--- src/rtl/enter_input_conditioner_pkg.sv ---
// Shared types and constants for the password game input front-end.
// Holds the enter-button FSM state type and the guess counter ceiling.
package perp_puzz_pkg;

    typedef enum logic [1:0] {
        IDLE,
        PRESS_WAIT,
        HELD,
        RELEASE_WAIT
    } enter_state_t;

    localparam int         SW_WIDTH_DEF  = 10;
    localparam logic [3:0] GUESS_CNT_MAX = 4'd15;

endpackage

--- src/rtl/enter_input_conditioner_sync2.sv ---
// Two-flop synchroniser for asynchronous board pins.
// One independent two-stage chain per bit, cleared by the asynchronous active-low reset.
module sync2 #(
    parameter int WIDTH = 1
) (
    input  logic             clk,
    input  logic             reset,
    input  logic [WIDTH-1:0] d,
    output logic [WIDTH-1:0] q
);

    logic [WIDTH-1:0] meta_q;
    logic [WIDTH-1:0] sync_q;

    for (genvar gi = 0; gi < WIDTH; gi++) begin : g_bit
        always_ff @(posedge clk or negedge reset) begin
            if (!reset) begin
                meta_q[gi] <= 1'b0;
                sync_q[gi] <= 1'b0;
            end else begin
                meta_q[gi] <= d[gi];
                sync_q[gi] <= meta_q[gi];
            end
        end
    end

    assign q = sync_q;

endmodule

--- src/rtl/enter_input_conditioner.sv ---
// Synchronises and debounces the switches and enter button, then issues one
// guess_valid strobe per accepted press together with the captured switch word.
module enter_input_conditioner
    import perp_puzz_pkg::*;
#(
    parameter int SW_WIDTH        = SW_WIDTH_DEF,
    parameter int DEBOUNCE_CYCLES = 1_000_000,
    parameter int CNT_W           = $clog2(DEBOUNCE_CYCLES + 1)
) (
    input  logic                clk,
    input  logic                reset,
    input  logic [SW_WIDTH-1:0] sw_raw,
    input  logic                enter_raw,
    input  logic                enable,
    input  logic                clear_count,
    output logic [SW_WIDTH-1:0] sw_clean,
    output logic                enter_level,
    output logic [SW_WIDTH-1:0] guess,
    output logic                guess_valid,
    output logic [3:0]          guess_count
);

    localparam logic [CNT_W-1:0] CNT_LAST = CNT_W'(DEBOUNCE_CYCLES - 1);
    localparam logic [CNT_W-1:0] CNT_LOAD = CNT_W'(DEBOUNCE_CYCLES - 2);
    localparam logic [CNT_W-1:0] CNT_ONE  = CNT_W'(1);

    logic [SW_WIDTH-1:0] sw_s;
    logic                enter_s;

    sync2 #(.WIDTH(SW_WIDTH)) u_sync_sw (
        .clk   (clk),
        .reset (reset),
        .d     (sw_raw),
        .q     (sw_s)
    );

    sync2 #(.WIDTH(1)) u_sync_enter (
        .clk   (clk),
        .reset (reset),
        .d     (enter_raw),
        .q     (enter_s)
    );

    // Switch debounce: the whole vector must hold still before sw_clean follows it.
    logic [SW_WIDTH-1:0] sw_prev_q, sw_prev_d;
    logic [SW_WIDTH-1:0] sw_clean_q, sw_clean_d;
    logic [CNT_W-1:0]    sw_cnt_q, sw_cnt_d;

    always_comb begin
        sw_prev_d  = sw_s;
        sw_clean_d = sw_clean_q;
        sw_cnt_d   = sw_cnt_q;
        if (sw_s != sw_prev_q) begin
            sw_cnt_d = '0;
        end else if (sw_cnt_q != CNT_LAST) begin
            sw_cnt_d = sw_cnt_q + CNT_ONE;
            if (sw_cnt_q == CNT_LOAD) begin
                sw_clean_d = sw_s;
            end
        end
    end

    always_ff @(posedge clk or negedge reset) begin
        if (!reset) begin
            sw_prev_q  <= '0;
            sw_clean_q <= '0;
            sw_cnt_q   <= '0;
        end else begin
            sw_prev_q  <= sw_prev_d;
            sw_clean_q <= sw_clean_d;
            sw_cnt_q   <= sw_cnt_d;
        end
    end

    // Enter FSM: a press is accepted only on the debounced rising transition.
    enter_state_t        state_q, state_d;
    logic [CNT_W-1:0]    en_cnt_q, en_cnt_d;
    logic                enter_level_q, enter_level_d;
    logic                accept;
    logic [SW_WIDTH-1:0] guess_q, guess_d;
    logic                guess_valid_q, guess_valid_d;
    logic [3:0]          guess_count_q, guess_count_d;

    always_comb begin
        state_d       = state_q;
        en_cnt_d      = en_cnt_q;
        enter_level_d = enter_level_q;
        accept        = 1'b0;
        case (state_q)
            IDLE: begin
                if (enter_s) begin
                    state_d  = PRESS_WAIT;
                    en_cnt_d = '0;
                end
            end
            PRESS_WAIT: begin
                if (!enter_s) begin
                    state_d = IDLE;
                end else if (en_cnt_q == CNT_LAST) begin
                    state_d       = HELD;
                    enter_level_d = 1'b1;
                    accept        = enable;
                end else begin
                    en_cnt_d = en_cnt_q + CNT_ONE;
                end
            end
            HELD: begin
                if (!enter_s) begin
                    state_d  = RELEASE_WAIT;
                    en_cnt_d = '0;
                end
            end
            RELEASE_WAIT: begin
                if (enter_s) begin
                    state_d = HELD;
                end else if (en_cnt_q == CNT_LAST) begin
                    state_d       = IDLE;
                    enter_level_d = 1'b0;
                end else begin
                    en_cnt_d = en_cnt_q + CNT_ONE;
                end
            end
            default: state_d = IDLE;
        endcase

        // guess takes the pre-update sw_clean so a same-cycle switch load cannot leak in.
        guess_valid_d = accept;
        guess_d       = accept ? sw_clean_q : guess_q;
        guess_count_d = guess_count_q;
        if (clear_count) begin
            guess_count_d = 4'd0;
        end else if (accept && (guess_count_q != GUESS_CNT_MAX)) begin
            guess_count_d = guess_count_q + 4'd1;
        end
    end

    always_ff @(posedge clk or negedge reset) begin
        if (!reset) begin
            state_q       <= IDLE;
            en_cnt_q      <= '0;
            enter_level_q <= 1'b0;
            guess_q       <= '0;
            guess_valid_q <= 1'b0;
            guess_count_q <= 4'd0;
        end else begin
            state_q       <= state_d;
            en_cnt_q      <= en_cnt_d;
            enter_level_q <= enter_level_d;
            guess_q       <= guess_d;
            guess_valid_q <= guess_valid_d;
            guess_count_q <= guess_count_d;
        end
    end

    assign sw_clean    = sw_clean_q;
    assign enter_level = enter_level_q;
    assign guess       = guess_q;
    assign guess_valid = guess_valid_q;
    assign guess_count = guess_count_q;

endmodule

--- config.mk ---
export PLATFORM = sky130hd
export DESIGN_NAME = enter_input_conditioner
export DESIGN_NICKNAME = d
export VERILOG_FILES = /design/src/rtl/enter_input_conditioner_pkg.sv /design/src/rtl/enter_input_conditioner_sync2.sv /design/src/rtl/enter_input_conditioner.sv
export SDC_FILE = /design/constraint.sdc
export NUM_CORES = 1
export LEC_CHECK = 0
export ABC_CLOCK_PERIOD_IN_PS = 5850
export CAP_MARGIN = 20
export CORE_AREA = 2 2 113 104
export DETAILED_ROUTE_END_ITERATION = 16
export DIE_AREA = 0 0 115 106
export PLACE_DENSITY = 0.68
export SYNTH_ARGS = -nofsm -noshare
export SYNTH_HDL_FRONTEND = slang
export SYNTH_SLANG_ARGS = --single-unit
--- constraint.sdc ---
create_clock -name clk -period 5.85 [get_ports clk]
set_clock_uncertainty 0.1 [all_clocks]
set_input_delay 1.755 -clock clk [delete_from_list [all_inputs] [get_ports clk]]
set_output_delay 1.755 -clock clk [all_outputs]
set_load 0.01 [all_outputs]
==> results.cfg <==
[timing]
max_freq_ghz = 0.3013
maxSlewHeadroom = 0.3713
holdWs_ps = 249.2
drv_slew = 0
fin_tns_setup_ps = 0
rsz0062_at_grt = false
finalSetupViolations = 0
period_share = 0.5673
tightest_slew_ps = 937.4
hold_viol_final = 0
finalCriticalPeriod_ps = 3319

[floorplanning]
core_um2 = 11110
ios = 41
die_w_um = 115
die_h_um = 106
die_area_um2 = 12190
rows = 37
initial_utilization = 0.3854

[global_route]
grt_overflow = 0
grt_max_degree = 78
grt_pass1_vias = 2837
track_usage = 0.1440
grt_first_pass_wirelength_um = 13980
antenna_found_initial = 0

[yosys]
ys.flop_type = dfrtp_1
synth-seq-cells = 100
netlist_area_um2 = 4282
ys_seq_area_frac = 0.5845
yosys.area_share.adder = 0.01169
synth_top_family_by_area = simple AND/OR/NAND/NOR gates
yosysWarnings = 0
synth_cells = 366
synth_compound_area_frac = 0.07919
synthSimpleGateAreaFrac = 0.1835
async_flop_share = 1.000
synth_cell_types = 54
synthesis.nets = 385
synth_xor_area_frac = 0.05932
synth_edf_count = 0
synth.area.mux_share = 0.06254
synth_area_per_cell_um2 = 11.70

[clock_network]
cts_made_buffers = 9
cts_buffer_depth = 2
clk_latency_ps = 340
clock_sinks = 100
cts.hold.buffers_added = 0
post-cts-setup-buffers = 0
htree_levels = 3
cts_root_buf = clkbuf_16
cts_resized = 0
cts_tree = yes
clkTransAtPathRegs_ps = 80

[final_layout]
area_growth_pct = 19.73
nFillCells = 1017
insertedDiodeCount = 0
layout-drive-gt1-share = 0.1238
finalNetCount = 426
final_core_util = 0.4614
final_cells = 548

[placed_design]
io_buffers = 40
dp_hpwl_um = 5405
gp_congestion = 0.8272
dp_cells = 531

[drt]
viasPerCell = 5.396
drt_iter0_drc = 165
drc = 0
num_vias = 2957
routed_wl_um = 8045
ant_nets = 0
routedWlPerCell_um = 14.68
dr.pass1.iters = 4

[setup_path]
worstSetupPathType = in -> reg
start_kind = input pin
critical_path_peak_fanout = 15
worstPathArrival_ps = 3460
cp-end-kind = register
cp.required_ps = 5990

[status]
status = finished clean

[power_and_ir_drop]
p_per_area_nw_per_um2 = 269.2
peakVddDrop_mv = 0.1388
finalPower_mw = 1.380
leakage_nw = 2.190

[job]
drv.max_cap_violation_count = 0

[worst_hold_path]
hp-class = reg -> reg
-- through the flow --
stage	instance area [um2]	setup slack [ps]
6_report	5126	2531
5_1_grt	5126	2347
4_1_cts	5119	2516
3_5_place_dp	4805	2172
3_3_place_gp	4805	2260
2_1_floorplan	4282	2988
-- where the power goes --
group          internal, mW  leakage [nW]  switching [mW]
Combinational        0.0215         0.719          0.0297
Sequential            0.708          1.32          0.0167
Clock                 0.310         0.153           0.294
-- cell usage in the layout, fill, tap and decap left out, types with 3 or more instances in the layout --
cell and count:
a31oi_1 5, buf_4 4, a21oi_1 5, or3_1 3
nor2_1 38, xor2_1 22, nor4_1 5, nand2_1 26
o21ai_0 9, dfrtp_1 100, nor3_1 6, clkbuf_16 9
nor4b_1 3, clkdlybuf4s50_1 39, o211ai_1 4, ha_1 4
nand4_1 20, a221o_1 5, nand4b_1 4, and3_1 9
nand3_1 12, xnor2_1 7, inv_1 5, mux2_2 22
-- cells in the mapped netlist (all sizes together), types with 2 or more instances --
cell,n,area share
and3,9,0.013
a21oi,5,0.0058
nand4,20,0.029
o21ai,9,0.011
or3,3,0.0044
nor4bb,2,0.0047
ha,4,0.012
mux2i,2,0.0047
nand3,12,0.014
buf,2,0.0044
a31oi,5,0.0073
and2,2,0.0029
nor4,6,0.010
nand4b,4,0.0082
or4,2,0.0053
nor2,38,0.033
dfrtp,100,0.58
a22o,2,0.0041
inv,6,0.0053
o31ai,2,0.0047
nor3,8,0.013
nand2,26,0.023
xor2,22,0.045
mux2,22,0.058
nor4b,3,0.0061
nand2b,2,0.0029
xnor2,7,0.014
clkbuf,11,0.0096
a221o,5,0.012
o311ai,2,0.0041
a41oi,2,0.0041
o211ai,4,0.0070
and4b,2,0.0047
-- cell families (layout without fill, tap and decap cells) --
kind of cell / Yosys count / after routing
buf+inv: 19 / 65
compound gates: 46 / 46
flops: 100 / 100
mux: 24 / 24
xor+xnor: 29 / 29
simple gates: 144 / 144
fa+ha+maj: 4 / 4
-- cell type report --
cell class                 count  area (um2)  share of cell area
sequential                   100        2502              0.4882
multi-input combinational    247        1697              0.3310
clock buffer                   9       225.2             0.04393
inverter                       6       22.52            0.004393
timing repair buffer          43       420.4             0.08201
tap                          136       170.2             0.03319
clock inverter                 7       88.84             0.01733
-- sequential cells by signal, indices dropped and copies added (netlist names), 4 cells and up, named ones only --
signal and cells:
sw_clean 10, u_sync_sw.q 10, sw_prev_q 10, guess 10
sw_cnt_q 20, u_sync_sw.meta_q 10, guess_count 4, en_cnt_q 20
-- worst paths after layout --
kind,start,to,slack (ps),cells after the start
worst max-delay path,enable,guess_count[3]$_DFFE_PN0P_,2530,5
worst min-delay path,u_sync_sw.meta_q[4]$_DFF_PN0_,u_sync_sw.q[4]$_DFF_PN0_,250,0
worst max register to register,u_sync_sw.q[7]$_DFF_PN0_,sw_clean[8]$_DFFE_PN0P_,2800,5
worst min register to register,u_sync_sw.meta_q[4]$_DFF_PN0_,u_sync_sw.q[4]$_DFF_PN0_,250,0
max in group asynchronous,reset,en_cnt_q[9]$_DFFE_PN0P_,3320,2
min in group asynchronous,reset,u_sync_sw.meta_q[3]$_DFF_PN0_,1450,1
-- per-layer routing --
metal	vias up	global-route usage	share of wire	wire length (um)
li1	1424	-	-	-
met1	1457	0.2061	0.50	4017
met2	65	0.2130	0.44	3555
met3	11	0.02851	0.040	322
met4	0	0.06196	0.019	149
met5	-	0	0	0
-- worst max-delay path, cell delays in order --
cell	delay, ps
clkdlybuf4s50_1	460
nand4b_1	190
nor3_4	600
a41oi_1	200
a211oi_1	250
Power figures use the tool's default switching activity.
